--- src/rtl/dmem_pkg.sv ---
// Shared types and encodings for the data memory controller.
// Optional alignment/range checking is enabled by defining DMEM_ALIGN_CHECK_EN.
package dmem_pkg;

    localparam logic [1:0] SZ_BYTE = 2'b00;
    localparam logic [1:0] SZ_HALF = 2'b01;
    localparam logic [1:0] SZ_WORD = 2'b10;
    localparam logic [1:0] SZ_RSVD = 2'b11;

    // Wide enough for WAIT_CYCLES in 0..15.
    localparam int CNT_W = 4;

    typedef enum logic [1:0] {
        IDLE = 2'b00,
        BUSY = 2'b01,
        DONE = 2'b10
    } state_e;

    // Bytes moved by an access; the reserved encoding behaves as a word.
    function automatic logic [2:0] size_bytes(input logic [1:0] size);
        case (size)
            SZ_BYTE: size_bytes = 3'd1;
            SZ_HALF: size_bytes = 3'd2;
            default: size_bytes = 3'd4;
        endcase
    endfunction

endpackage

--- src/rtl/data_mem_ctrl_if.sv ---
// Request/response bus between a requester (master) and data_mem_ctrl (slave).
interface data_mem_ctrl_if #(
    parameter int ADDR_W = 32
);
    logic              mfa;
    logic              rw;
    logic [1:0]        size;
    logic [ADDR_W-1:0] address;
    logic [31:0]       data_in;
    logic [31:0]       data_out;
    logic              moc;
    logic              err;

    modport master (
        output mfa, rw, size, address, data_in,
        input  data_out, moc, err
    );

    modport slave (
        input  mfa, rw, size, address, data_in,
        output data_out, moc, err
    );
endinterface

--- src/rtl/dmem_byte_array.sv ---
// Byte storage as four byte lanes; lane l holds every byte whose address[1:0] == l.
// Rows are rotated per lane so an unaligned access touches four consecutive bytes.
module dmem_byte_array #(
    parameter int DEPTH_BYTES = 512,
    parameter int IDX_W       = $clog2(DEPTH_BYTES)
) (
    input  logic             clk,
    input  logic [IDX_W-1:0] addr_i,
    input  logic [3:0]       wr_en_i,
    input  logic [31:0]      wr_data_i,
    output logic [31:0]      rd_data_o
);
    localparam int ROWS  = DEPTH_BYTES / 4;
    localparam int ROW_W = (ROWS > 1) ? $clog2(ROWS) : 1;

    logic [ROW_W-1:0] base_row;
    assign base_row = ROW_W'(addr_i >> 2);

    for (genvar l = 0; l < 4; l++) begin : g_lane
        logic [7:0]       lane_mem [ROWS];
        logic [ROW_W-1:0] row;

        // Lanes below the start offset belong to the next row; the add wraps modulo ROWS.
        assign row = (base_row + ROW_W'(2'(l) < addr_i[1:0])) & ROW_W'(ROWS - 1);

        // NOTE: storage has no reset; clearing a RAM costs a cycle per row and nothing needs it.
        always_ff @(posedge clk) begin
            if (wr_en_i[l]) begin
                lane_mem[row] <= wr_data_i[8*l +: 8];
            end
        end

        assign rd_data_o[8*l +: 8] = lane_mem[row];
    end

endmodule

--- src/rtl/data_mem_ctrl.sv ---
// Wait-stated big-endian byte/halfword/word data memory controller (IDLE/BUSY/DONE FSM).
// Define DMEM_ALIGN_CHECK_EN to flag misaligned, reserved-size and out-of-range requests.
module data_mem_ctrl
    import dmem_pkg::*;
#(
    parameter int DEPTH_BYTES = 512,
    parameter int ADDR_W      = 32,
    parameter int WAIT_CYCLES = 3
) (
    input  logic           clk,
    input  logic           reset,
    data_mem_ctrl_if.slave bus
);
    localparam int IDX_W = $clog2(DEPTH_BYTES);

    state_e           state_q, state_d;
    logic [CNT_W-1:0] cnt_q, cnt_d;

    logic [IDX_W-1:0] addr_q;
    logic             rw_q;
    logic [1:0]       size_q;
    logic [31:0]      wdata_q;
    logic             bad_q;
    logic             bad_req;

    logic [31:0]      data_out_q;
    logic             moc_q;

    logic             accept;
    logic             commit;
    logic [2:0]       nbytes;
    logic [1:0]       off;

    logic [3:0]       wr_en;
    logic [31:0]      wr_data;
    logic [31:0]      rd_data;
    logic [31:0]      rd_word;
    logic [1:0]       lane_k   [4];
    logic [1:0]       lane_sel [4];
    logic [1:0]       byte_lane[4];
    logic [7:0]       rd_b     [4];

    assign accept = (state_q == IDLE) && bus.mfa;
    // Reset wins over a completing access so an aborted write never lands.
    assign commit = (state_q == BUSY) && (cnt_q == '0) && !reset;
    assign nbytes = size_bytes(size_q);
    assign off    = addr_q[1:0];

    always_ff @(posedge clk) begin
        if (reset) begin
            state_q <= IDLE;
            cnt_q   <= '0;
        end else begin
            state_q <= state_d;
            cnt_q   <= cnt_d;
        end
    end

    always_comb begin
        state_d = state_q;
        cnt_d   = cnt_q;
        unique case (state_q)
            IDLE: if (bus.mfa) begin
                state_d = BUSY;
                cnt_d   = CNT_W'(WAIT_CYCLES);
            end
            BUSY: if (cnt_q == '0) state_d = DONE;
                  else             cnt_d   = cnt_q - CNT_W'(1);
            DONE: state_d = IDLE;
            default: state_d = IDLE;
        endcase
    end

    always_ff @(posedge clk) begin
        if (accept) begin
            addr_q  <= bus.address[IDX_W-1:0];
            rw_q    <= bus.rw;
            size_q  <= bus.size;
            wdata_q <= bus.data_in;
            bad_q   <= bad_req;
        end
    end

    // Logical byte k (k=0 is the MSB) lives in lane (off+k) mod 4.
    always_comb begin
        wr_en   = '0;
        wr_data = '0;
        rd_word = '0;
        for (int l = 0; l < 4; l++) begin
            lane_k[l]    = 2'(l) - off;
            lane_sel[l]  = 2'(nbytes - 3'd1) - lane_k[l];
            wr_en[l]     = commit && !rw_q && !bad_q && ({1'b0, lane_k[l]} < nbytes);
            wr_data[8*l +: 8] = wdata_q[8*lane_sel[l] +: 8];
            byte_lane[l] = 2'(l) + off;
            rd_b[l]      = rd_data[8*byte_lane[l] +: 8];
        end
        case (size_q)
            SZ_BYTE: rd_word = {24'h0, rd_b[0]};
            SZ_HALF: rd_word = {16'h0, rd_b[0], rd_b[1]};
            default: rd_word = {rd_b[0], rd_b[1], rd_b[2], rd_b[3]};
        endcase
    end

    dmem_byte_array #(
        .DEPTH_BYTES(DEPTH_BYTES),
        .IDX_W      (IDX_W)
    ) u_array (
        .clk      (clk),
        .addr_i   (addr_q),
        .wr_en_i  (wr_en),
        .wr_data_i(wr_data),
        .rd_data_o(rd_data)
    );

    // NOTE: sequential state uses <= so every flop samples pre-edge values regardless of order.
    always_ff @(posedge clk) begin
        if (reset) begin
            moc_q      <= 1'b0;
            data_out_q <= 32'h0;
        end else begin
            moc_q <= commit;
            if (commit && rw_q && !bad_q) begin
                data_out_q <= rd_word;
            end
        end
    end

    assign bus.data_out = data_out_q;
    assign bus.moc      = moc_q;

`ifdef DMEM_ALIGN_CHECK_EN
    logic err_q;

    assign bad_req = ((bus.size == SZ_HALF) && bus.address[0])
                  || ((bus.size == SZ_WORD) && (bus.address[1:0] != 2'b00))
                  || (bus.size == SZ_RSVD)
                  || ((bus.address >> IDX_W) != '0);

    always_ff @(posedge clk) begin
        if (reset) err_q <= 1'b0;
        else       err_q <= commit && bad_q;
    end

    assign bus.err = err_q;
`else
    assign bad_req = 1'b0;
    assign bus.err = 1'b0;
`endif

endmodule

--- src/flat_wrapper.sv ---
// flat-port wrapper written by rule: the top's interface ports become plain ports
module data_mem_ctrl_flat import dmem_pkg::*;
#(
    parameter int DEPTH_BYTES = 512,
    parameter int ADDR_W      = 32,
    parameter int WAIT_CYCLES = 3
)
  (clk, reset, bus_mfa, bus_rw, bus_size, bus_address, bus_data_in, bus_data_out, bus_moc, bus_err);
  data_mem_ctrl_if #(.ADDR_W(ADDR_W)) bus_i ();
  input  logic clk;
  input  logic reset;
  input wire logic [$bits(bus_i.mfa)-1:0] bus_mfa;
  input wire logic [$bits(bus_i.rw)-1:0] bus_rw;
  input wire logic [$bits(bus_i.size)-1:0] bus_size;
  input wire logic [$bits(bus_i.address)-1:0] bus_address;
  input wire logic [$bits(bus_i.data_in)-1:0] bus_data_in;
  output wire logic [$bits(bus_i.data_out)-1:0] bus_data_out;
  output wire logic [$bits(bus_i.moc)-1:0] bus_moc;
  output wire logic [$bits(bus_i.err)-1:0] bus_err;
  assign bus_i.mfa = bus_mfa;
  assign bus_i.rw = bus_rw;
  assign bus_i.size = bus_size;
  assign bus_i.address = bus_address;
  assign bus_i.data_in = bus_data_in;
  assign bus_data_out = bus_i.data_out;
  assign bus_moc = bus_i.moc;
  assign bus_err = bus_i.err;
  data_mem_ctrl #(.DEPTH_BYTES(DEPTH_BYTES), .ADDR_W(ADDR_W), .WAIT_CYCLES(WAIT_CYCLES)) u_core (.clk(clk), .reset(reset), .bus(bus_i));
endmodule
--- config.mk ---
export PLATFORM = sky130hd
export DESIGN_NAME = data_mem_ctrl_flat
export DESIGN_NICKNAME = d
export VERILOG_FILES = /design/src/rtl/dmem_pkg.sv /design/src/rtl/data_mem_ctrl_if.sv /design/src/rtl/dmem_byte_array.sv /design/src/rtl/data_mem_ctrl.sv /design/src/flat_wrapper.sv
export SDC_FILE = /design/constraint.sdc
export NUM_CORES = 2
export LEC_CHECK = 0
export ABC_CLOCK_PERIOD_IN_PS = 4310
export BUFFER_PORTS_ARGS = -buffer_cell sky130_fd_sc_hd__buf_4
export CORE_MARGIN = 3
export CORE_UTILIZATION = 39
export DETAILED_ROUTE_END_ITERATION = 8
export PLACE_DENSITY = 0.67
export SETUP_SLACK_MARGIN = 0.15
export SLEW_MARGIN = 30
export SYNTH_ARGS = -nofsm -noshare
export SYNTH_HDL_FRONTEND = slang
export SYNTH_HIERARCHICAL = 1
export SYNTH_SLANG_ARGS = --single-unit
export TNS_END_PERCENT = 20
--- constraint.sdc ---
create_clock -name clk -period 4.31 [get_ports clk]
set_input_delay 0.431 -clock clk [delete_from_list [all_inputs] [get_ports clk]]
set_output_delay 0.431 -clock clk [all_outputs]
set_load 0.02 [all_outputs]
Word-level counts from Yosys, hierarchy flattened
Memories as Yosys holds them, arrays and structs flattened.
Index checks and enable logic that the tools add are counted.
{"block": "word_totals", "reg_bits": 83, "latchBits": 0, "ram_bits": 4096, "romBits": 0, "inputBits": 70, "output_inout_bits": 34, "mem_count": 4}
{"block": "op_classes", "addsub": 17, "n_mul": 0, "n_div": 0, "order_cmp": 8, "n_eq_ne": 5, "shifts": 8, "mux": 16, "n_bitwise": 0, "reduce_logical": 17}
{"name": "u_core.u_array.g_lane[0].lane_mem", "depth": 128, "width": 8, "read_ports": 1, "rd_ports_with_merged_regs": 0, "write_ports": 1, "line": "dmem_byte_array.sv:20", "text": "logic [7:0] lane_mem [ROWS];"}
{"name": "u_core.u_array.g_lane[1].lane_mem", "depth": 128, "width": 8, "read_ports": 1, "rd_ports_with_merged_regs": 0, "write_ports": 1, "line": "dmem_byte_array.sv:20"}
{"name": "u_core.u_array.g_lane[2].lane_mem", "depth": 128, "width": 8, "read_ports": 1, "rd_ports_with_merged_regs": 0, "write_ports": 1, "line": "dmem_byte_array.sv:20"}
{"name": "u_core.u_array.g_lane[3].lane_mem", "depth": 128, "width": 8, "read_ports": 1, "rd_ports_with_merged_regs": 0, "write_ports": 1, "line": "dmem_byte_array.sv:20"}
{"op": "$shiftx 32x6->8", "n": 8}
{"op": "$pmux 32 s2", "n": 1}
{"op": "$add 7x1->7", "n": 4}
{"op": "$lt 2x3->1", "n": 4}
{"op": "$logic_and 1x1->1", "n": 9}
{"op": "$mux 1", "n": 8}
{"op": "$mux 4", "n": 2}
{"op": "$pmux 4 s2", "n": 1}
{"op": "$sub 2x2->2", "n": 4}
{"op": "$ne 2x2->1 const B", "n": 3}
{"op": "$pmux 3 s2", "n": 1}
{"op": "$add 2x2->2 const A", "n": 2}
{"op": "$eq 2x1->1 const B", "n": 2}
{"op": "$logic_not 2->1", "n": 2}
{"op": "$logic_not 4->1", "n": 1}
{"op": "$lt 1x2->1 const A", "n": 2}
{"op": "$lt 2x2->1 const A", "n": 2}
{"op": "$mux 2", "n": 2}
{"op": "$pmux 2 s2", "n": 1}
{"op": "$sub 1x2->2 const A", "n": 2}
{"op": "$sub 2x2->2 const A", "n": 2}
{"op": "$sub 4x1->4 const B", "n": 1}
{"op": "$reduce_and 3->1", "n": 1}
{"op": "$add 1x2->2 const A", "n": 1}
{"op": "4 further kinds", "n": 5}

Longest topological paths before layout
{"block": "logic_depth", "word_depth": 7, "depth_mapped": 18}

Modules after synthesis
The synthesis kept the hierarchy.
{"mod": "dmem_byte_array", "instances": 1, "cells_each": 8730, "area_each_um2": 158522.0, "seq_area_each_um2": 122998.0}
{"mod": "data_mem_ctrl", "instances": 1, "cells_each": 382, "area_each_um2": 4659.5, "seq_area_each_um2": 2102.0}

Worst setup path after synthesis
OpenSTA, ideal clock, no wires.
{"block": "synth_path", "path_type": "in2reg", "from": "in bus_mfa", "to": "reg u_core.addr_q[0] (enable)", "arrival_time_ns": 3.910, "slack_ns": -0.122, "stages": 1, "path_cell_list": "nor3b_1"}
{"block": "synth_via", "elab_chain_cells": 1}
{"item": "start, declared", "line": "flat_wrapper.sv:12", "text": "input wire logic [$bits(bus_i.mfa)-1:0] bus_mfa;"}
{"item": "$logic_and 1x1->1", "line": "data_mem_ctrl.sv:43", "text": "assign accept = (state_q == IDLE) && bus.mfa;"}
{"item": "end signal, assigned", "line": "data_mem_ctrl.sv:76", "text": "addr_q <= bus.address[IDX_W-1:0];"}
{"item": "end, declared", "line": "data_mem_ctrl.sv:19", "text": "logic [IDX_W-1:0] addr_q;"}
No other way between the ends.
A chain may end at the register's enable or synchronous reset.

Worst setup path after layout
{"block": "layout_path", "from": "reg u_core.addr_q[2]", "to": "reg u_core.data_out_q[8] (netlist: u_core/bus.data_out[8])"}
{"block": "layout_via", "elab_chain_cells": 4, "elab_cells_between_ends": 11}
{"item": "$add 7x1->7 *", "line": "dmem_byte_array.sv:24", "text": "assign row = (base_row + ROW_W'(2'(l) < addr_i[1:0])) & ROW_W'(ROWS - 1);"}
{"item": "$mem_v2 128x8 *"}
{"item": "named net u_core.rd_data[8]", "line": "data_mem_ctrl.sv:36", "text": "logic [31:0] rd_data;"}
{"item": "$shiftx 32x6->8", "line": "data_mem_ctrl.sv:95", "text": "rd_b[l] = rd_data[8*byte_lane[l] +: 8];"}
{"item": "$pmux 32 s2 *", "line": "data_mem_ctrl.sv:97", "text": "case (size_q)"}
{"item": "end signal, assigned", "line": "data_mem_ctrl.sv:123", "text": "data_out_q <= rd_word;"}
{"item": "end, declared", "line": "data_mem_ctrl.sv:26", "text": "logic [31:0] data_out_q;"}
Mark *: on every way through the listed nets, which the timed path passes. The rest lies on a longest branch.

==> impl_metrics.env <==
export IMPL_outcome="finished, violations left"
export IMPL_violations="negative setup slack"
export IMPL_power_leakage_nw=67.97
export IMPL_firstDrtPassIters=8
export IMPL_setup_viol=3
export IMPL_cpMaxStageDelayCell="mux4_2"
export IMPL_gp_congestion=0.8978
export IMPL_r2r_start="u_core/addr_q[2]"
export IMPL_fillers=33350
export IMPL_cp_cell_sequence="buf_12 > buf_12 > ha_4 > and3_4 > a221oi_4 > buf_6 > buf_12 > buf_8 > o22ai_2 > o21ai_2 > buf_4 > nand4_1 > buf_4 > a221oi_4 > nand3_4 > buf_6 > mux4_2 > a221oi_2 > nor3_1"
export IMPL_synth_xor_area_share_pct=0.1119
export IMPL_drive_above_1_share_pct=27.93
export IMPL_cts_tree="done"
export IMPL_skew_ns=0.09112
export IMPL_maxSlewHeadroom_pct=15.97
export IMPL_ir_drop_mv=0.3455
export IMPL_cpPeakStageDelay_ns=0.48
export IMPL_numCtsBuffers=406
export IMPL_path_clk_slew_ns=0.06
export IMPL_core_um2=414900
export IMPL_fin_crit_sh_pct=102.1
export IMPL_timing_hold_ws_ns=0.1877
export IMPL_fin_area_um2=200500
export IMPL_boundaryPins=104
export IMPL_muxShareOfSynthArea_pct=11.91
export IMPL_setup_ws_ns=-0.09189
export IMPL_utilization_pct=48.32
export IMPL_ys_ff_latch=4179
export IMPL_ys_types=84
export IMPL_drv_cap=0
export IMPL_syn_inst=9112
export IMPL_crit_arrival_ns=5.20
export IMPL_wl_per_cell_um=27.58
export IMPL_die_w_um=652.9
export IMPL_cp_required_ns=5.11
export IMPL_dr_total_vias=95700
export IMPL_criticalPathCategory="reg2reg"
export IMPL_syn_to_final_growth_pct=22.85
export IMPL_clkLatencyLatePin_ns=1.01
export IMPL_placementRows=236
export IMPL_min_period_ns=4.402
export IMPL_synth_edf_count=4140
export IMPL_grt_pass1_vias=95150
export IMPL_crit_path_start="u_core/addr_q[2]"
export IMPL_synthAdderAreaFrac_pct=0.1073
export IMPL_ys_warn_count=6
export IMPL_path_max_fanout=7
export IMPL_avgSynthCellArea_um2=17.91
export IMPL_syn_num_nets=9196
export IMPL_multiInputGateArea_um2=37590
export IMPL_die_y_um=652.9
export IMPL_htreeDepth=5
export IMPL_grt_pass1_wl_um=655800
export IMPL_hp_start="bus_rw"
export IMPL_grt_usage_pct=20.71
export IMPL_ys_flop_type="edfxtp_1"
export IMPL_cts_root_buffer="clkbuf_16"
export IMPL_cpMostUsedCell="buf_12"
export IMPL_worst_pin_slew_ns=1.251
export IMPL_cts_sink_count=4179
export IMPL_io_buffers=79
export IMPL_critPathLaunchType="flop"
export IMPL_async_flop_share_pct=0
export IMPL_cp_num_buf_inv=8
export IMPL_path_delay_family="buffers and inverters"
export IMPL_r2r_setup_slack_ns=-0.09
export IMPL_dpl_hpwl_um=290900
export IMPL_maxSlewViolCount=0
export IMPL_p_per_area_nw_per_um2=488.5
export IMPL_drt_total_wl_um=457000
export IMPL_floorplan_initialDensity_pct=39.33
export IMPL_grt_setup_unrepaired="true"
export IMPL_drtIter0Drc=12150
export IMPL_die_area_um2=426200
export IMPL_placed_area_um2=182100
export IMPL_endpoint_kind="flop"
export IMPL_ant_nets=0
export IMPL_timing_fmax_mhz=227.2
export IMPL_hold_path_class="in2reg"
export IMPL_seq_area_um2=125100
export IMPL_antenna_found_initial=9
export IMPL_synth_top_family_by_area="multiplexers"
export IMPL_final_hold_viol_count=0
export IMPL_overflow=0
export IMPL_netlist_area_um2=163200
export IMPL_drc=0
export IMPL_synth_simple_area_share_pct=3.344
export IMPL_clock_path_buffers=4
export IMPL_yosysSeqAreaShare_pct=76.66
export IMPL_nets=10820
export IMPL_synth_compound_area_share_pct=6.212
export IMPL_grt_max_degree=129
export IMPL_vias_per_cell=5.774
## cell type report
cell class,instances,area share (%)
clock inverter,263,1.194
tap,5474,3.416
antenna,24,0.02996
inverter,17,0.03183
clock buffer,483,5.254
sequential,4179,62.40
multi-input combinational,4308,18.75
timing repair buffer,1826,8.919
## cells in the mapped netlist, drive strengths merged (36+ instances only)
master / instances / area (um^2)
mux2: 55 / 619.3
dfxtp: 39 / 780.8
a22oi: 210 / 1577
nand4: 50 / 312.8
mux4: 332 / 7477
mux2i: 1133 / 11340
buf: 278 / 1380
o22ai: 567 / 3547
nand3: 73 / 370.4
nor3: 36 / 191.4
edfxtp: 4140 / 124300
a21oi: 94 / 470.5
clkbuf: 331 / 1245
nand2: 233 / 874.6
a31oi: 50 / 312.8
o21ai: 234 / 1171
a22o: 62 / 543.0
nor2: 703 / 2639
a221oi: 120 / 1100
## cell usage in the layout (no fill, tap or decap), types with 45 or more instances in the layout
master | Yosys | layout
clkbuf_16 | 0 | 422
a22oi_1 | 210 | 203
a221oi_1 | 114 | 95
buf_12 | 0 | 214
a22o_1 | 62 | 62
nand2_1 | 233 | 216
o22ai_2 | 0 | 48
o22ai_1 | 567 | 510
edfxtp_1 | 4140 | 4140
buf_4 | 22 | 1420
clkbuf_1 | 329 | 73
clkinv_2 | 0 | 75
a21oi_1 | 94 | 79
mux2i_1 | 1133 | 1102
mux4_2 | 332 | 300
nor2_1 | 703 | 666
buf_6 | 4 | 78
dlygate4sd3_1 | 0 | 45
o21ai_0 | 233 | 152
a31oi_1 | 50 | 46
clkinv_1 | 4 | 110
o21ai_1 | 1 | 61
nand4_1 | 50 | 50
mux2_2 | 55 | 52
## per-layer routing
metal	GRT usage, %	routed length (um)	share of wire, %	vias to the layer above
li1	-	-	-	40330
met2	33.88	220900	48	5217
met1	26.96	170600	37	49150
met4	9.784	22720	5.0	6
met3	3.532	42740	9.4	996
met5	0	38	0.0083	-
## timing repair
action                     in CTS  in global routing
pin swaps                      65                 88
setup buffers                  98                 68
resized for setup             227                398
cloned                         19                  9
setup endpoints to repair      40                140
hold endpoints to repair       81                  0
hold buffers                   45                  0
## worst reg2reg max path, cell delays in order (launching register included)
cell      delay (ns)
edfxtp_1        0.44
buf_12          0.18
buf_12          0.14
ha_4            0.16
and3_4          0.19
a221oi_4        0.26
buf_6           0.16
buf_12          0.17
buf_8           0.12
o22ai_2         0.06
o21ai_2         0.18
buf_4           0.14
nand4_1         0.29
buf_4           0.27
a221oi_4        0.36
nand3_4         0.15
buf_6           0.17
mux4_2          0.48
a221oi_2        0.27
nor3_1          0.07
## registers in the layout, summed over array words and instances (netlist names)
name,flops
u_core/addr_q,9
u_core/bus.data_out,32
u_core/bus.moc,1
u_core/cnt_q,4
u_core/rw_q,1
u_core/size_q,2
u_core/state_q,2
u_core/u_array/g_lane.lane_mem,4096
u_core/wdata_q,32
## stage by stage
step           total power [mW]  std cells  setup slack (ns)  TNS, ns
3_3_place_gp              62.24      15560           -0.8373   -11.41
5_1_grt                   100.5      16570           -0.1398  -0.5368
4_1_cts                   97.56      16470           0.04046        0
2_1_floorplan             55.60       9112            0.2240        0
3_5_place_dp              62.63      15560           -0.7687   -11.55
6_report                  97.93      16570          -0.09189  -0.2101
## path summary, 6_finish.rpt
check                                                to  cells past startpoint
worst min-delay path                        u_core/rw_q                      2
worst min register to register  u_core/bus.data_out[28]                      2
worst max register to register   u_core/bus.data_out[8]                     19
worst max-delay path             u_core/bus.data_out[8]                     19
## cells by family after synthesis
logic type | Yosys count
AOI/OAI and AO/OA | 1500
xor gates and xnor gates | 20
DFF | 4179
muxes | 1520
adders and majority gates | 14
other | 1
buffers and inverters | 626
and+or+nand+nor | 1252
## where the power goes
group,internal (mW),switching (mW),leakage (nW)
Clock,19.5,15.1,6.29
Sequential,47.9,0.0464,37.5
Combinational,5.58,9.78,24.1
Total,73.0,24.9,68.0
Power figures use the tool's default switching activity.
